===== src/rtl/tl_rr_arbiter.sv =====
// Round-robin arbiter for TileLink A-channel masters onto one downstream port.
// Grants are locked from first offer until the last beat of the message is accepted.
module tl_rr_arbiter #(
    parameter int unsigned n = 4
) (
    input  logic         clock,
    input  logic         reset,
    input  logic [n-1:0] in_valid,
    input  logic [n-1:0] in_last,
    output logic [n-1:0] in_ready,
    output logic         out_valid,
    input  logic         out_ready,
    output logic         out_last,
    output logic [n-1:0] select,
    output logic         busy
);

    localparam int unsigned PtrW = (n > 1) ? $clog2(n) : 1;
    localparam int unsigned CandW = PtrW + 1;

    localparam logic [1:0] StIdle  = 2'd0;
    localparam logic [1:0] StHold  = 2'd1;
    localparam logic [1:0] StBurst = 2'd2;

    logic [1:0]      state_q, state_d;
    logic [PtrW-1:0] ptr_q, ptr_d;
    logic [PtrW-1:0] owner_q, owner_d;

    logic [PtrW-1:0]  grant_idx;
    logic             grant_found;
    logic [CandW-1:0] cand;
    logic [PtrW-1:0]  cur_idx;
    logic [PtrW-1:0]  ptr_inc;
    logic             sel_any;
    logic             fire;

    // Scan in_valid starting at ptr, wrapping modulo n.
    always_comb begin
        grant_idx   = '0;
        grant_found = 1'b0;
        cand        = '0;
        for (int unsigned k = 0; k < n; k++) begin
            cand = {1'b0, ptr_q} + CandW'(k);
            if (cand >= CandW'(n)) begin
                cand = cand - CandW'(n);
            end
            if (!grant_found && in_valid[cand[PtrW-1:0]]) begin
                grant_found = 1'b1;
                grant_idx   = cand[PtrW-1:0];
            end
        end
    end

    always_comb begin
        cur_idx   = (state_q == StIdle) ? grant_idx : owner_q;
        sel_any   = (state_q != StIdle) || grant_found;
        select    = sel_any ? (n'(1) << cur_idx) : '0;
        out_valid = |(in_valid & select);
        out_last  = |(in_last & select);
        in_ready  = select & {n{out_ready}};
        fire      = out_valid & out_ready;
        busy      = (state_q != StIdle);
        ptr_inc   = (cur_idx == PtrW'(n - 1)) ? '0 : cur_idx + PtrW'(1);
    end

    always_comb begin
        state_d = state_q;
        ptr_d   = ptr_q;
        owner_d = owner_q;
        case (state_q)
            StIdle: begin
                if (grant_found) begin
                    if (fire && out_last) begin
                        ptr_d = ptr_inc;
                    end else begin
                        // Unaccepted offers lock too, so the offer cannot switch masters.
                        owner_d = grant_idx;
                        state_d = fire ? StBurst : StHold;
                    end
                end
            end
            StHold: begin
                if (fire && out_last) begin
                    state_d = StIdle;
                    ptr_d   = ptr_inc;
                end else if (fire) begin
                    state_d = StBurst;
                end
            end
            StBurst: begin
                if (fire && out_last) begin
                    state_d = StIdle;
                    ptr_d   = ptr_inc;
                end
            end
            default: begin
                state_d = StIdle;
            end
        endcase
    end

    always_ff @(posedge clock) begin
        if (reset) begin
            state_q <= StIdle;
            ptr_q   <= '0;
            owner_q <= '0;
        end else begin
            state_q <= state_d;
            ptr_q   <= ptr_d;
            owner_q <= owner_d;
        end
    end

endmodule


===== config.mk =====
export PLATFORM = sky130hd
export DESIGN_NAME = tl_rr_arbiter
export DESIGN_NICKNAME = d
export VERILOG_FILES = /design/src/rtl/tl_rr_arbiter.sv
export SDC_FILE = /design/constraint.sdc
export NUM_CORES = 1
export LEC_CHECK = 0
export CAP_MARGIN = 20
export CORE_AREA = 2 2 39 41
export DETAILED_ROUTE_END_ITERATION = 16
export DIE_AREA = 0 0 41 43
export DONT_BUFFER_PORTS = 1
export MAX_ROUTING_LAYER = met4
export PLACE_DENSITY = 0.75
export RECOVER_POWER = 50
export SYNTH_ARGS = -nofsm -noshare
export SYNTH_HDL_FRONTEND = slang
export SYNTH_SLANG_ARGS = --single-unit
export TNS_END_PERCENT = 20

===== constraint.sdc =====
create_clock -name clock -period 5.7 [get_ports clock]
set_input_delay 0.57 -clock clock [delete_from_list [all_inputs] [get_ports clock]]
set_output_delay 0.57 -clock clock [all_outputs]
set_load 0.01 [all_outputs]

==> flow_summary_export.csv <==
group,metric,value,unit
final_layout,layout.cells.non_filler,94,
synthesis,synth_area,678.2,sq um
setup_path,crit_type,"reg -> reg",
setup_path,crit_slowest_cell,"a41oi_1",
placed_design,dp_hpwl,1.091,mm
setup_path,crit_start,"state_q[1]$_SDFFE_PP0P_",
floorplanning,row_count,14,
sta,finalCriticalPeriod,2910,ps
cts,holdBufCountCts,0,
global_routing,grt_max_degree,12,
synthesis,syn-num-nets,96,
sta,setup_viol,0,
cts,htreeDepth,1,
detailed_routing,first_iter_violations,5,
sta,hold_violations,0,
floorplanning,die_w,41,microns
cts,clockRootBuffer,"clkbuf_4",
final_layout,layout.nets,98,
setup_path,critPathTopFamily,"compound AO/OA/AOI/OAI gates",
synthesis,synthDistinctLibCells,35,
setup_path,critPathMaxStageDelay,400,ps
placed_design,place_area,678.2,sq um
sta,period_share,51.06,%
synthesis,synth_top_area_share,17.71,%
global_routing,overflow,0,
detailed_routing,num_vias,557,
setup_path,reg2reg_from,"state_q[1]$_SDFFE_PP0P_",
final_layout,area_growth,1.661,%
synthesis,yosysWarnings,0,
placed_design,pre_cts_ws,2823,ps
setup_path,cp_cell_sequence,"inv_1 -> ha_1 -> nor2b_1 -> a41oi_1 -> inv_1 -> ha_1 -> a22oi_1 -> a22oi_1 -> a211oi_2 -> a31oi_1 -> a2111oi_2",
global_routing,grt_usage,18.27,%
cts,clk_pin_slew_worst_paths,50,ps
pwr,p_leak,0.3178,nW
cts,tritoncts,"built",
floorplanning,fp.dieArea,1763,sq um
final_layout,final_util,49.82,%
setup_path,cp.required,5840,ps
cts,cts-resized-gates,0,
setup_path,critical_path_peak_fanout,9,
cts,clock-sinks,6,
floorplanning,die_h,43,microns
final_layout,final_cell_area,689.4,sq um
sta,max_freq,343.6,MHz
sta,hold_ws,389.7,ps
detailed_routing,via_per_inst,5.926,
worst_hold_path,hold_path.class,"in -> reg",
sta,rsz0062_at_grt,"false",
placed_design,io_buffer_count,0,
worst_hold_path,hold_start,"reset",
final_layout,drive_gt1_share,17.95,%
global_routing,grt_first_pass_wirelength,2.159,mm
sta,worst_slew_pin_slew,588.9,ps
final_layout,antennaDiodeCount,0,
floorplanning,start_util,49.01,%
cts,cts.path.max_buffers,2,
outcome,outcome,"completed",
setup_path,rrSetupSlack,2790,ps
synthesis,synth_area_leader_cell,"dfxtp_1",
pwr,finalPower,329.6,uW
synthesis,ys_ff_latch,6,
global_routing,grt_antenna_before_repair,0,
setup_path,endpoint,"state_q[1]$_SDFFE_PP0P_",
cts,cts_buffers,3,
setup_path,reg2reg_depth,11,
floorplanning,ios,22,
detailed_routing,drt_wl_total,1.336,mm
cts,cts_setup_buffers,0,
sta,drv_slew,0,
setup_path,crit_buf_inv,2,
placed_design,globalplace.congestion,0.7334,
setup_path,endpoint_kind,"register",
detailed_routing,wl_per_cell,14.21,microns
run,drv_cap,0,
sta,fin_ws,2790,ps
global_routing,first_global_vias,496,
synthesis,synth_area_per_cell,8.694,sq um
setup_path,r2r-end,"state_q[1]$_SDFFE_PP0P_",
sta,fin_setup_tns,0,ps
detailed_routing,drc_errors,0,
pwr,powerDensity,478.0,nW/um^2
setup_path,cp.depth,11,
synthesis,synth_area_leaders,"dfxtp_1 18%, ha_1 13%, a22oi_2 7.4%, mux2i_1 5.9%, and2_1 5.5%",
floorplanning,coreArea,1384,sq um
setup_path,cp-start-kind,"register",
detailed_routing,first_pass_iters,4,
detailed_routing,antenna_left,0,
cts,clkLatencyLatePin,240,ps
sta,max_slew_margin,60.74,%
synthesis,synth_seq_area_share,17.71,%
pwr,peakVddDrop,172.3,uV
sta,clock_skew,7.636,ps
placed_design,dp.cells,91,
setup_path,crit_arrival,3050,ps
synthesis,synthCells,78,
[state kept, by name, summed over array words and instances, names as in the netlist]
| name | flops |
|---|---|
| ptr_q | 2 |
| state_q | 2 |
| owner_q | 2 |
[area by class of cell]
class	count	area (sq um)
multi-input combinational	63	504.2
inverter	6	22.52
clock buffer	3	22.52
fill	136	694.4
sequential	6	120.1
tap	16	20.02
[power by group]
group | internal [mW] | switching, mW
Sequential | 0.0550 | 0.00978
Combinational | 0.0948 | 0.132
Clock | 0.0237 | 0.0144
[Yosys cell counts, drive strengths merged]
cell type / n
a21o: 1
nand2: 3
a31oi: 2
nor2b: 4
and2b: 1
a32o: 1
mux2i: 4
ha: 7
o2111ai: 1
a21oi: 1
mux2: 1
a21boi: 1
a22oi: 5
o21bai: 1
dfxtp: 6
o21ai: 2
clkbuf: 2
nand3: 1
a221oi: 1
buf: 1
and3: 5
a211oi: 1
nor3b: 1
o22a: 1
a41oi: 1
a2111oi: 1
nor2: 6
and2: 6
nand2b: 1
inv: 6
nor4: 1
or2: 2
[metal layers]
layer | part of all wire, % | GRT usage, %
met4 | 0 | 4.000
met1 | 47 | 24.35
met2 | 48 | 24.69
met3 | 4.8 | 8.901
met5 | 0 | -
[worst min-delay path by stage]
stage / to / slack, ps / cells after the start
floorplan: owner_q[0]$_SDFFE_PP0P_ / 450 / 2
global placement: owner_q[0]$_SDFFE_PP0P_ / 490 / 2
detailed placement: owner_q[1]$_SDFFE_PP0P_ / 490 / 2
CTS: state_q[1]$_SDFFE_PP0P_ / 380 / 1
global route: state_q[1]$_SDFFE_PP0P_ / 370 / 1
finish: state_q[1]$_SDFFE_PP0P_ / 390 / 1
[layout by cell type (no fill, tap or decap), types with 2 or more instances in the layout]
master / count
a22oi_1: 2
a22oi_2: 3
and2_0: 3
and2_1: 3
and3_1: 5
clkbuf_4: 3
dfxtp_1: 6
ha_1: 7
inv_1: 6
mux2i_1: 4
nand2_1: 3
nor2_1: 6
nor2b_1: 4
o21ai_0: 2
or2_2: 2
[cells by family (layout without fill, tap and decap cells)]
| family | after synthesis | count (layout) | synth area share [%] |
|---|---|---|---|
| AND/OR/NAND/NOR | 31 | 31 | 25.65 |
| flip-flops | 6 | 6 | 17.71 |
| AO/OA/AOI/OAI | 20 | 20 | 29.89 |
| buffers and inverters | 9 | 9 | 6.271 |
| adder cells (fa/ha/maj) | 7 | 7 | 12.91 |
| multiplexers | 5 | 5 | 7.565 |
Note: power is estimated with default switching activity, not from simulation.
